**config.mk**
```make
export PLATFORM = sky130hd
export DESIGN_NAME = sram_arbiter_flat
export DESIGN_NICKNAME = d
export VERILOG_FILES = /design/src/rtl/sram_arbiter_if.sv /design/src/rtl/sram_arbiter.sv /design/src/flat_wrapper.sv
export SDC_FILE = /design/constraint.sdc
export NUM_CORES = 1
export LEC_CHECK = 0
export ABC_AREA = 1
export ABC_CLOCK_PERIOD_IN_PS = 1390
export CORE_ASPECT_RATIO = 1.1
export CORE_MARGIN = 3
export CORE_UTILIZATION = 37
export DETAILED_ROUTE_END_ITERATION = 16
export PLACE_DENSITY = 0.83
export SETUP_SLACK_MARGIN = 0.5
export SYNTH_ARGS = -nofsm -noshare
export SYNTH_HDL_FRONTEND = slang
export SYNTH_SLANG_ARGS = --single-unit
```
**constraint.sdc**
```tcl
create_clock -name clk -period 1.39 [get_ports clk]
set_input_delay 0.2085 -clock clk [delete_from_list [all_inputs] [get_ports clk]]
set_output_delay 0.2085 -clock clk [all_outputs]
set_load 0.02 [all_outputs]
```
**src/rtl/sram_arbiter_if.sv**
```systemverilog
// -----------------------------------------------------------------------------
// sram_arbiter_if
// Groups the bus signals around sram_arbiter: the copy-engine write port, the
// display read port and the side that faces the single-port SRAM controller.
//
//   copy port    : cp_req, cp_addr, cp_wdata  -> arbiter ; cp_gnt <- arbiter
//   display port : dp_req, dp_addr            -> arbiter ; dp_gnt, dp_rvalid,
//                                                          dp_rdata <- arbiter
//   memory side  : mem_write, mem_read, mem_addr, mem_wdata <- arbiter ;
//                  mem_rdata -> arbiter
//
// Modports: slave is the arbiter itself; master is everything around it
// (both requesters plus the SRAM controller).
// -----------------------------------------------------------------------------
interface sram_arbiter_if #(
   parameter int ADDR_W = 20,
   parameter int DATA_W = 8
);
   logic              cp_req;
   logic [ADDR_W-1:0] cp_addr;
   logic [DATA_W-1:0] cp_wdata;
   logic              cp_gnt;
   logic              dp_req;
   logic [ADDR_W-1:0] dp_addr;
   logic              dp_gnt;
   logic              dp_rvalid;
   logic [DATA_W-1:0] dp_rdata;
   logic              mem_write;
   logic              mem_read;
   logic [ADDR_W-1:0] mem_addr;
   logic [DATA_W-1:0] mem_wdata;
   logic [DATA_W-1:0] mem_rdata;

   modport slave (
      input  cp_req, cp_addr, cp_wdata,
      output cp_gnt,
      input  dp_req, dp_addr,
      output dp_gnt, dp_rvalid, dp_rdata,
      output mem_write, mem_read, mem_addr, mem_wdata,
      input  mem_rdata
   );

   modport master (
      output cp_req, cp_addr, cp_wdata,
      input  cp_gnt,
      output dp_req, dp_addr,
      input  dp_gnt, dp_rvalid, dp_rdata,
      input  mem_write, mem_read, mem_addr, mem_wdata,
      output mem_rdata
   );
endinterface

```
**src/rtl/sram_arbiter.sv**
```systemverilog
// -----------------------------------------------------------------------------
// sram_arbiter
// Shares one single-port SRAM controller between the framebuffer copy engine
// (writes only) and the VGA scanout (reads only, real-time). The display port
// normally wins; after MAX_DP_RUN consecutive display grants with a copy
// request waiting, the copy port is forced through. Before a write, all reads
// still in the memory pipeline are drained; after a write burst, one idle
// turnaround cycle is inserted before any read.
//
// Ports:
//   clk    system clock
//   reset  synchronous, active-high reset
//   bus    sram_arbiter_if.slave: cp_* copy write port, dp_* display read
//          port, mem_* registered SRAM controller commands and mem_rdata
// Grants are combinational from state, counters and requests; mem_* are
// registered and pulse for one cycle after each accepted request.
// -----------------------------------------------------------------------------
module sram_arbiter #(
   parameter int ADDR_W     = 20,
   parameter int DATA_W     = 8,
   parameter int RD_LAT     = 2,
   parameter int MAX_DP_RUN = 8
) (
   input  logic          clk,
   input  logic          reset,
   sram_arbiter_if.slave bus
);

   localparam int RUN_W = $clog2(MAX_DP_RUN + 1);
   localparam logic [RUN_W-1:0] RUN_MAX = RUN_W'(MAX_DP_RUN);

   typedef enum logic [2:0] {
      ST_IDLE  = 3'd0,
      ST_READ  = 3'd1,
      ST_DRAIN = 3'd2,
      ST_WRITE = 3'd3,
      ST_TURN  = 3'd4
   } state_t;

   state_t            state_r;
   state_t            state_nxt_s;
   logic [RUN_W-1:0]  run_r;
   logic [RUN_W-1:0]  run_nxt_s;
   logic [RD_LAT:0]   infl_r;
   logic              cp_gnt_s;
   logic              dp_gnt_s;
   logic              force_s;
   logic              infl_busy_s;
   logic              mem_write_r;
   logic              mem_read_r;
   logic [ADDR_W-1:0] mem_addr_r;
   logic [DATA_W-1:0] mem_wdata_r;

   // Next-state, run counter and grant decode
   always_comb begin
      state_nxt_s = state_r;
      run_nxt_s   = run_r;
      cp_gnt_s    = 1'b0;
      dp_gnt_s    = 1'b0;
      force_s     = bus.cp_req && (run_r == RUN_MAX);
      // Any read issued in the last RD_LAT+1 cycles may still return data.
      infl_busy_s = |infl_r;
      if (reset) begin
         state_nxt_s = ST_IDLE;
      end else begin
         case (state_r)
            ST_IDLE, ST_READ: begin
               if (force_s) begin
                  state_nxt_s = ST_DRAIN;
               end else if (bus.dp_req) begin
                  dp_gnt_s    = 1'b1;
                  state_nxt_s = ST_READ;
                  // Count reads only while the copy port is kept waiting.
                  if (bus.cp_req) begin
                     if (run_r != RUN_MAX) begin
                        run_nxt_s = run_r + RUN_W'(1);
                     end else begin
                        run_nxt_s = run_r;
                     end
                  end else begin
                     run_nxt_s = '0;
                  end
               end else if (bus.cp_req && !infl_busy_s) begin
                  cp_gnt_s    = 1'b1;
                  state_nxt_s = ST_WRITE;
                  run_nxt_s   = '0;
               end else if (bus.cp_req) begin
                  state_nxt_s = ST_DRAIN;
               end else begin
                  state_nxt_s = ST_IDLE;
               end
            end
            ST_DRAIN: begin
               if (!bus.cp_req) begin
                  state_nxt_s = ST_IDLE;
               end else if (!infl_busy_s) begin
                  cp_gnt_s    = 1'b1;
                  state_nxt_s = ST_WRITE;
                  run_nxt_s   = '0;
               end else begin
                  state_nxt_s = ST_DRAIN;
               end
            end
            ST_WRITE: begin
               // A waiting display request ends the write burst.
               if (bus.dp_req) begin
                  state_nxt_s = ST_TURN;
               end else if (bus.cp_req) begin
                  cp_gnt_s    = 1'b1;
                  state_nxt_s = ST_WRITE;
                  run_nxt_s   = '0;
               end else begin
                  state_nxt_s = ST_TURN;
               end
            end
            ST_TURN: begin
               state_nxt_s = ST_IDLE;
            end
            default: begin
               state_nxt_s = ST_IDLE;
            end
         endcase
      end
   end

   // State, counters, read tracking and registered SRAM commands
   always_ff @(posedge clk) begin
      if (reset) begin
         state_r     <= ST_IDLE;
         run_r       <= '0;
         infl_r      <= '0;
         mem_write_r <= 1'b0;
         mem_read_r  <= 1'b0;
         mem_addr_r  <= '0;
         mem_wdata_r <= '0;
      end else begin
         state_r     <= state_nxt_s;
         run_r       <= run_nxt_s;
         // Bit 0 rises together with mem_read; bit RD_LAT marks returning data.
         infl_r      <= {infl_r[RD_LAT-1:0], dp_gnt_s};
         mem_write_r <= cp_gnt_s;
         mem_read_r  <= dp_gnt_s;
         if (cp_gnt_s) begin
            mem_addr_r  <= bus.cp_addr;
            mem_wdata_r <= bus.cp_wdata;
         end else if (dp_gnt_s) begin
            mem_addr_r  <= bus.dp_addr;
         end
      end
   end

   assign bus.cp_gnt    = cp_gnt_s;
   assign bus.dp_gnt    = dp_gnt_s;
   assign bus.dp_rvalid = infl_r[RD_LAT];
   assign bus.dp_rdata  = bus.mem_rdata;
   assign bus.mem_write = mem_write_r;
   assign bus.mem_read  = mem_read_r;
   assign bus.mem_addr  = mem_addr_r;
   assign bus.mem_wdata = mem_wdata_r;

endmodule
```
**src/flat_wrapper.sv**
```systemverilog
// flat-port wrapper written by rule: the top's interface ports become plain ports
module sram_arbiter_flat 
#(
   parameter int ADDR_W     = 20,
   parameter int DATA_W     = 8,
   parameter int RD_LAT     = 2,
   parameter int MAX_DP_RUN = 8
)
  (clk, reset, bus_cp_req, bus_cp_addr, bus_cp_wdata, bus_cp_gnt, bus_dp_req, bus_dp_addr, bus_dp_gnt, bus_dp_rvalid, bus_dp_rdata, bus_mem_write, bus_mem_read, bus_mem_addr, bus_mem_wdata, bus_mem_rdata);
  sram_arbiter_if #(.ADDR_W(ADDR_W), .DATA_W(DATA_W)) bus_i ();
  input  logic clk;
  input  logic reset;
  input wire logic [$bits(bus_i.cp_req)-1:0] bus_cp_req;
  input wire logic [$bits(bus_i.cp_addr)-1:0] bus_cp_addr;
  input wire logic [$bits(bus_i.cp_wdata)-1:0] bus_cp_wdata;
  output wire logic [$bits(bus_i.cp_gnt)-1:0] bus_cp_gnt;
  input wire logic [$bits(bus_i.dp_req)-1:0] bus_dp_req;
  input wire logic [$bits(bus_i.dp_addr)-1:0] bus_dp_addr;
  output wire logic [$bits(bus_i.dp_gnt)-1:0] bus_dp_gnt;
  output wire logic [$bits(bus_i.dp_rvalid)-1:0] bus_dp_rvalid;
  output wire logic [$bits(bus_i.dp_rdata)-1:0] bus_dp_rdata;
  output wire logic [$bits(bus_i.mem_write)-1:0] bus_mem_write;
  output wire logic [$bits(bus_i.mem_read)-1:0] bus_mem_read;
  output wire logic [$bits(bus_i.mem_addr)-1:0] bus_mem_addr;
  output wire logic [$bits(bus_i.mem_wdata)-1:0] bus_mem_wdata;
  input wire logic [$bits(bus_i.mem_rdata)-1:0] bus_mem_rdata;
  assign bus_i.cp_req = bus_cp_req;
  assign bus_i.cp_addr = bus_cp_addr;
  assign bus_i.cp_wdata = bus_cp_wdata;
  assign bus_cp_gnt = bus_i.cp_gnt;
  assign bus_i.dp_req = bus_dp_req;
  assign bus_i.dp_addr = bus_dp_addr;
  assign bus_dp_gnt = bus_i.dp_gnt;
  assign bus_dp_rvalid = bus_i.dp_rvalid;
  assign bus_dp_rdata = bus_i.dp_rdata;
  assign bus_mem_write = bus_i.mem_write;
  assign bus_mem_read = bus_i.mem_read;
  assign bus_mem_addr = bus_i.mem_addr;
  assign bus_mem_wdata = bus_i.mem_wdata;
  assign bus_i.mem_rdata = bus_mem_rdata;
  sram_arbiter #(.ADDR_W(ADDR_W), .DATA_W(DATA_W), .RD_LAT(RD_LAT), .MAX_DP_RUN(MAX_DP_RUN)) u_core (.clk(clk), .reset(reset), .bus(bus_i));
endmodule
```
======== After elaboration in Yosys (flattened, before gate mapping) ========
Index checks and enable logic that the tools add are counted.
word-level totals
  input bits .............................. 60
  output and inout port bits .............. 41
  logic and storage cells ................. 63
  register bits ........................... 40
cells by class
  equal/unequal tests ..................... 12
  add/sub/neg operators ................... 1
  reduce and logical (&&, ||, !) cells .... 9
  muxes and demuxes ....................... 34
operator list
  cell                                                   count
  two-way mux 20 bit                                     2
  two-way mux 4 bit                                      9
  two-way mux 3 bit                                      6
  two-way mux 1 bit                                      13
  one-hot mux 4 bit (3 select lines)                     1
  inequality test 2 bit, second input constant           5
  one-hot mux 3 bit (3 select lines)                     1
  AND reduction 8 bit                                    1
  == test 3 x 2 -> 1 bit, second input constant          2
  adder 4 x 1 -> 4 bit, second input constant            1
  == test 4 bit, second input constant                   1
  inequality test 4 x 3 -> 1 bit, second input constant  1
  inequality test 4 bit, second input constant           1
  == test 3 x 1 -> 1 bit, second input constant          1
  logical NOT 3 bit                                      1
  inequality test 3 x 2 -> 1 bit, second input constant  1
  one-hot mux 1 bit (3 select lines)                     1
  nonzero test 3 bit                                     1
  OR reduction 3 bit                                     1
  logical AND 1 bit                                      2
  two-way mux 2 bit                                      1
  nonzero test 2 bit                                     1
  OR reduction 2 bit                                     1
  logical NOT 1 bit                                      1

======== Longest topological paths before layout ========
Gate-level depths: netlist of the first run.
  depth after elaboration ................. 9
  gate-level depth with buffers ........... 12
  mapped depth without buffers ............ 11

======== Worst setup path after synthesis of the first run ========
Ideal clock, no wire load.
  path type ............................... flip-flop to flip-flop
  start point ............................. reg u_core.run_r[0]
  end point ............................... reg u_core.mem_addr_r[4], in the netlist u_core.bus.mem_addr[4]
  arrival time ............................ 1.348 ns
  cell stages (with the launch flop) ...... 12
  setup time .............................. 0.128 ns
  path buffers ............................ 1
  slack ................................... -0.086 ns
  required time ........................... 1.262 ns
  clock period less this slack ............ 1.476 ns
  cells stage by stage .................... dfxtp_1 inv_1 ha_1 nand2_1 nor2_4 nor2_1 nand2_2 nand2_4 buf_6 a21oi_2 nor2_1 nor2_1
on the way
  word-level cells in the longest chain between the ends .. 6
  elaborated cells between the ends (all ways) .. 10
  classes of those cells .................. eq/ne: 1; mux: 7; reduce/logical: 2
ends and longest elaborated chain
  item                                                                            line                 source
  from (decl)                                                                     sram_arbiter.sv:42   logic [RUN_W-1:0] run_r;
  from (signal assigned)                                                          sram_arbiter.sv:138  run_r <= run_nxt_s;
  == test 4 bit (*)                                                               sram_arbiter.sv:60   force_s = bus.cp_req && (run_r == RUN_MAX);
  logical AND 1 bit (*)                                                           sram_arbiter.sv:60
  two-way mux 1 bit                                                               sram_arbiter.sv:68   if (force_s) begin
  one-hot mux 1 bit (3 select lines) / two-way mux 1 bit (equally long branches)  sram_arbiter.sv:66   case (state_r)
  two-way mux 1 bit                                                               sram_arbiter.sv:63   if (reset) begin
  two-way mux 20 bit / nonzero test 2 bit (equally long branches)                 -
  to (signal assigned)                                                            sram_arbiter.sv:144  mem_addr_r <= bus.cp_addr;
  to (signal assigned)                                                            sram_arbiter.sv:147  mem_addr_r <= bus.dp_addr;
  to (decl)                                                                       sram_arbiter.sv:51   logic [ADDR_W-1:0] mem_addr_r;
Mark *: on every way between the ends. The rest lies on a longest branch, timed or not.
A chain may end at the register's enable or synchronous reset.

======== Worst setup path after layout of the first run ========
  start point ............................. reg u_core.run_r[3]
  end point ............................... out bus_cp_gnt
on the way
  word-level cells in the longest chain between the ends .. 5
ends and longest elaborated chain
  item                                line                source
  == test 4 bit                       sram_arbiter.sv:60
  logical AND 1 bit                   sram_arbiter.sv:60
  two-way mux 1 bit                   sram_arbiter.sv:68
  one-hot mux 1 bit (3 select lines)  sram_arbiter.sv:66
  two-way mux 1 bit                   sram_arbiter.sv:63
  to (decl)                           flat_wrapper.sv:16  output wire logic [$bits(bus_i.cp_gnt)-1:0] bus_cp_gnt;
No other way between the ends.

==> flow_metrics.py, run 1 <==
metrics = {
    "synthesis": {
        "synth_seq_cells": 39,
        "syn-num-nets": 358,
        "synth_cells": 296,
        "syn_area_um2": 2080,
        "syn_area_per_cell_um2": 7.04,
        "yosysSeqAreaShare": 0.375,
        "yosysUniqueCellTypes": 27,
        "yosysWarnings": 0,
    },
    "setup_path": {
        "crit_path_cell_trace": "nand2_1, nor2_4, inv_2, nand2_4, nand2_4, nand2_4, inv_6, buf_6",
        "crit_path_end_kind": "primary output",
        "cp_max_fo": 3,
        "cp.arrival_ns": 1.54,
        "required_ns": 1.18,
        "crit_path_start_kind": "flip-flop",
        "path_class": "reg -> out",
        "cp_slowest_cell": "dfxtp_1",
        "cpMostUsedCell": "nand2_4",
        "cp_slowest_stage_delay_ns": 0.44,
    },
    "placed_design": {
        "globalplace.congestion": 0.771,
        "hpwl_um": 4280,
        "dp.cells": 459,
        "place_ws_ns": -0.782,
        "io_buffers": 84,
        "dpl_cell_area_um2": 3130,
    },
    "sta": {
        "setup_viol": 36,
        "fin_ws_ns": -0.355,
        "fin_setup_tns_ns": -9.06,
        "fin_crit_sh": 1.26,
        "final.min_clock_period_ns": 1.74,
        "worst_pin_slew_ns": 0.303,
        "finalMaxSlewViolations": 0,
        "fin_worst_skew_ns": 0.00763,
        "fmax_ghz": 0.573,
        "slew_headroom": 0.797,
        "final_hold_viol_count": 0,
        "rsz0062_at_grt": "true",
        "hold_ws_ns": 0.417,
    },
    "layout": {
        "synthToLayoutAreaGrowth_pct": 89.9,
        "final_common_cell": "clkdlybuf4s50_1",
        "diodes": 0,
        "num-fill-cells": 380,
        "fin_util": 0.729,
        "fin_area_um2": 3960,
        "seqCellArea_um2": 825,
        "fin_cells": 492,
        "nNetsFinal": 478,
        "multi_input_area_um2": 1310,
        "drive_above_1_share": 0.532,
        "final_cell_mix": "49 x clkdlybuf4s50_1, 48 x nor2_1, 44 x buf_6",
    },
    "floorplan": {
        "num_rows": 28,
        "die_h_um": 84.7,
        "initial_utilization": 0.384,
        "core_um2": 5430,
        "io_pins": 101,
        "die_area_um2": 6570,
        "die_x_um": 77.6,
    },
    "clock_tree": {
        "cts.path.max_buffers": 2,
        "htreeDepth": 2,
        "ctsHoldBuffers": 0,
        "path_clk_slew_ns": 0.08,
        "clk_latency_ns": 0.30,
        "numCtsBuffers": 5,
        "cts_tree": "yes",
        "clock-sinks": 39,
        "root_buffer": "clkbuf_8",
    },
    "detailed_routing": {
        "drtPass1Iterations": 4,
        "drcViolationCount": 0,
        "viasPerCell": 4.72,
        "routed_wl_um": 7770,
        "vias": 2321,
        "ant_nets": 0,
        "routedWlPerCell_um": 15.8,
        "drtIter0Drc": 112,
    },
    "global_routing": {
        "globalRouteTotalUtil": 0.211,
        "top_usage_layer": "met2",
        "use_met2": 0.411,
        "use_met3": 0.0569,
        "grt_antenna_before_repair": 0,
        "grt.overflow.total": 0,
        "use_met1": 0.209,
        "grt_start_max_net_pins": 29,
        "first_global_vias": 2292,
        "grt_first_pass_wirelength_um": 10900,
    },
    "status": {
        "status": "finished, violations left",
        "violations": "setup timing",
    },
    "flow_run": {
        "drv_cap": 0,
    },
    "power_and_ir_drop": {
        "leakagePower_nw": 1.77,
        "peakVddDrop_mv": 0.765,
        "p_total_mw": 3.51,
        "p_per_area_nw_per_um2": 887,
    },
    "min_path": {
        "holdCritPathClass": "in -> out",
    },
}
==> Yosys cell counts <==
cell      number  share of area
a211oi_1       1         0.0036
a21oi_1        9          0.022
clkbuf_1       2         0.0036
buf_8          1         0.0072
nand2_1       70           0.13
buf_6          3          0.016
nand3_1       25          0.060
ha_1           2          0.012
buf_1          1         0.0018
nor3b_1        1         0.0036
buf_4          9          0.032
nor2_2         3         0.0090
a21oi_2       15          0.063
nor3_1         1         0.0024
or2_2          1         0.0030
inv_2          4         0.0072
nand2_2        3         0.0090
nand3_2       10          0.048
nor2_1        53          0.095
nor2_4         1         0.0054
buf_2          6          0.014
nor4_1         1         0.0030
dfxtp_1       39           0.37
inv_1         31          0.056
nor3_2         1         0.0048
nand2_4        2          0.011
nor4_2         1         0.0060
==> registers in the layout (all words and copies together), names as in the netlist <==
register and cells:
u_core.bus.mem_addr 20, u_core.bus.mem_wdata 8, u_core.bus.mem_write 1, u_core.infl_r 3, u_core.run_r 4, u_core.state_r 3
==> worst max-delay path, delay by kind of cell, from the launching register on <==
kind	cells	cell delay [ns]
flip-flops	1	0.44
AND/OR/NAND/NOR	5	0.57
buffers and inverters	3	0.23
==> where the power goes <==
| part | switching [mW] | internal, mW |
|---|---|---|
| clock | 0.423 | 0.716 |
| sequential | 0.0538 | 1.20 |
| combinational | 0.542 | 0.577 |
| total | 1.02 | 2.49 |
==> timing repair <==
action	CTS	global route
endpoints found under the setup margin	72	70
buffers inserted	13	7
pin swaps	13	23
resized for setup	267	61
hold endpoints to repair	0	0
cloned	4	1
==> cells by family after synthesis <==
logic type | share of synthesized area
compound gates | 0.0882
flops | 0.375
buf+inv | 0.139
fa+ha+maj | 0.0120
simple gates | 0.387
==> routing by layer <==
metal  share of wire  vias up  routed length [µm]
met2            0.57       75                4430
met1            0.37     1081                2850
li1                -     1147                   -
met4           0.021        0                 161
met3           0.043       18                 331
met5               0        -                   0
==> final timing paths <==
| check | start | to | slack, ns | cells past startpoint |
|---|---|---|---|---|
| worst max-delay path | u_core.run_r[3]$_SDFFE_PP0P_ | bus_cp_gnt | -0.35 | 8 |
| worst min-delay path | bus_mem_rdata[7] | bus_dp_rdata[7] | 0.42 | 0 |
| worst max register to register | u_core.run_r[3]$_SDFFE_PP0P_ | u_core.bus.mem_addr[10]$_SDFFE_PP0P_ | -0.35 | 11 |
| worst min register to register | u_core.infl_r[1]$_SDFF_PP0_ | u_core.infl_r[2]$_SDFF_PP0_ | 0.43 | 2 |
==> layout make-up <==
type,count,area share
timing repair buffer,135,0.364
tap,75,0.0237
clock buffer,5,0.0174
multi-input combinational,200,0.332
sequential,39,0.208
clock inverter,3,0.0171
inverter,35,0.0383
(Power assumes the default switching activity.)
==> inputs of run 2 (changes only) <==
--- a/config.mk
+++ b/config.mk
@@ -9,4 +9,5 @@
 export ABC_CLOCK_PERIOD_IN_PS = 1390
+export CAP_MARGIN = 20
 export CORE_ASPECT_RATIO = 1.1
-export CORE_MARGIN = 3
+export CORE_MARGIN = 1.5
 export CORE_UTILIZATION = 37
--- a/constraint.sdc
+++ b/constraint.sdc
@@ -3,2 +3,2 @@
 set_output_delay 0.2085 -clock clk [all_outputs]
-set_load 0.02 [all_outputs]
+set_load 0.01 [all_outputs]
==> flow_metrics.py, run 2 (synthesis results as in run 1) <==
metrics = {
    "layout": {
        "final_common_cell": "nand2_1",
        "num-fill-cells": 427,
        "largest_reg_flops": 20,
        "synthToLayoutAreaGrowth_pct": 80.1,
        "diodes": 0,
        "fin_util": 0.696,
        "nNetsFinal": 470,
        "drive_above_1_share": 0.482,
        "final_cell_mix": "57 x nand2_1, 49 x clkdlybuf4s50_1, 47 x nor2_1",
    },
    "sta": {
        "final.min_clock_period_ns": 1.67,
        "slew_headroom": 0.659,
        "final_hold_viol_count": 0,
        "worst_pin_slew_ns": 0.512,
        "setup_viol": 31,
        "hold_ws_ns": 0.417,
        "fmax_ghz": 0.600,
        "rsz0062_at_grt": "true",
        "fin_setup_tns_ns": -5.78,
        "fin_ws_ns": -0.276,
        "fin_crit_sh": 1.20,
        "fin_worst_skew_ns": 0.00672,
        "finalMaxSlewViolations": 0,
    },
    "min_path": {
        "holdCritPathClass": "in -> out",
        "hold_depth": 0,
    },
    "setup_path": {
        "cp.arrival_ns": 1.89,
        "reg2reg_from": "u_core.run_r[0]$_SDFFE_PP0P_",
        "required_ns": 1.61,
        "cp_slowest_stage_delay_ns": 0.33,
        "path_class": "reg -> reg",
        "cp_num_buf_inv": 5,
        "crit_path_start_kind": "flip-flop",
        "cp_slowest_cell": "dfxtp_2",
        "rr_worst_depth": 14,
        "setup.worst_path.end": "u_core.bus.mem_addr[3]$_SDFFE_PP0P_",
        "crit_path_cell_trace": "inv_2, ha_4, nand2_4, nor2_4, buf_6, buf_6, nor2_4, nand2_2, nand2_4, buf_6, buf_16, a21oi_4, nor2_1, nor2_1",
        "crit_path_start": "u_core.run_r[0]$_SDFFE_PP0P_",
        "cp_max_fo": 5,
        "worstSetupPathDepth": 14,
        "ff2ff_setup_slack_ns": -0.28,
        "crit_family": "buffers and inverters",
        "crit_path_end_kind": "flip-flop",
        "r2r-end": "u_core.bus.mem_addr[3]$_SDFFE_PP0P_",
        "cpMostUsedCell": "buf_6",
    },
    "detailed_routing": {
        "vias": 2225,
        "viasPerCell": 4.60,
        "routedWlPerCell_um": 12.6,
        "drtIter0Drc": 68,
        "drcViolationCount": 0,
        "drtPass1Iterations": 4,
        "routed_wl_um": 6080,
        "ant_nets": 0,
    },
    "global_routing": {
        "globalRouteTotalUtil": 0.188,
        "first_global_vias": 2049,
        "grt_antenna_before_repair": 0,
        "grt_first_pass_wirelength_um": 8860,
        "grt_start_max_net_pins": 51,
        "grt.overflow.total": 0,
    },
    "floorplan": {
        "die_area_um2": 6090,
        "io_pins": 101,
        "die_h_um": 81.7,
        "die_x_um": 74.6,
        "core_um2": 5400,
        "num_rows": 28,
        "initial_utilization": 0.386,
    },
    "clock_tree": {
        "clk_latency_ns": 0.29,
        "clock-sinks": 39,
        "cts_tree": "yes",
        "htreeDepth": 2,
        "cts.path.max_buffers": 2,
        "numCtsBuffers": 5,
        "path_clk_slew_ns": 0.08,
        "root_buffer": "clkbuf_8",
    },
    "power_and_ir_drop": {
        "p_total_mw": 3.32,
        "intPower_mw": 2.45,
        "peakVddDrop_mv": 0.601,
        "switchingPower_mw": 0.872,
        "p_per_area_nw_per_um2": 885,
        "clkPwrFrac": 0.335,
        "leakagePower_nw": 1.65,
        "p_comb_frac": 0.288,
        "p_seq_frac": 0.377,
        "swShare": 0.263,
    },
    "status": {
        "violations": "setup timing",
        "status": "finished, violations left",
    },
    "placed_design": {
        "place_ws_ns": -0.708,
        "globalplace.congestion": 0.893,
        "hpwl_um": 3950,
        "io_buffers": 84,
    },
    "flow_run": {
        "drv_cap": 0,
    },
}
-- run 2: cell count changes in the layout (fill, tap and decap cells not counted), moves of 2 or more --
cell,delta
nor3_4,-2
nand3_2,+2
buf_4,-7
nand2_1,+15
nand2_4,-8
nand2_2,-6
-- run 2: per-stage QoR --
step | cell area (µm²) | cells
after CTS | 3640 | 479
after global placement | 3120 | 459
after detailed placement | 3120 | 459
after global routing | 3750 | 484
after floorplan | 2120 | 296
final | 3750 | 484
-- run 2: layout make-up --
| type | count | area (µm²) | area share |
|---|---|---|---|
| Timing Repair Buffer | 127 | 1360 | 0.363 |
| Multi-Input combinational cell | 200 | 1200 | 0.319 |
| Sequential cell | 39 | 827 | 0.220 |
| Inverter | 35 | 141 | 0.0377 |
| Tap cell | 75 | 93.8 | 0.0250 |
| Clock buffer | 6 | 72.6 | 0.0193 |
| Clock inverter | 2 | 60.1 | 0.0160 |
-- run 2: how the worst min path moves through the flow --
stage	start	to	slack [ns]
4_1_cts	bus_mem_rdata[3]	bus_dp_rdata[3]	0.42
5_1_grt	bus_mem_rdata[4]	bus_dp_rdata[4]	0.42
3_3_place_gp	u_core.infl_r[1]$_SDFF_PP0_	u_core.infl_r[2]$_SDFF_PP0_	0.42
2_1_floorplan	bus_cp_wdata[0]	u_core.bus.mem_wdata[0]$_SDFFE_PP0P_	0.32
3_5_place_dp	bus_mem_rdata[3]	bus_dp_rdata[3]	0.42
6_report	bus_mem_rdata[1]	bus_dp_rdata[1]	0.42
-- run 2: power groups by stage --
stage,clock (mW),combinational (mW),sequential [mW]
4_1_cts,1.14,0.927,1.25
3_5_place_dp,0,0.753,1.25
5_1_grt,1.18,1.02,1.26
6_report,1.11,0.957,1.25
2_1_floorplan,0,0.360,1.28
3_3_place_gp,0,0.738,1.25
-- run 2: worst reg2reg max path: stages, from the launching register on --
cell	delay [ns]
dfxtp_2	0.33
inv_2	0.08
ha_4	0.14
nand2_4	0.05
nor2_4	0.09
buf_6	0.11
buf_6	0.09
nor2_4	0.03
nand2_2	0.06
nand2_4	0.10
buf_6	0.14
buf_16	0.13
a21oi_4	0.10
nor2_1	0.05
nor2_1	0.11
-- run 2: timing repair --
| action | in CTS | in global routing |
|---|---|---|
| pin swaps | 20 | 19 |
| buffers inserted | 9 | 4 |
| hold buffers | 0 | 0 |
| cloned | 3 | 1 |
| endpoints found under the setup margin | 72 | 72 |
| resized for setup | 242 | 23 |
-- run 2: per-layer routing --
layer | routed length (µm) | track usage | vias to the layer above
li1 | - | - | 1133
met2 | 3300 | 0.355 | 52
met3 | 244 | 0.0405 | 12
met5 | 0 | 0 | -
met4 | 109 | 0.0655 | 0
met1 | 2430 | 0.203 | 1028
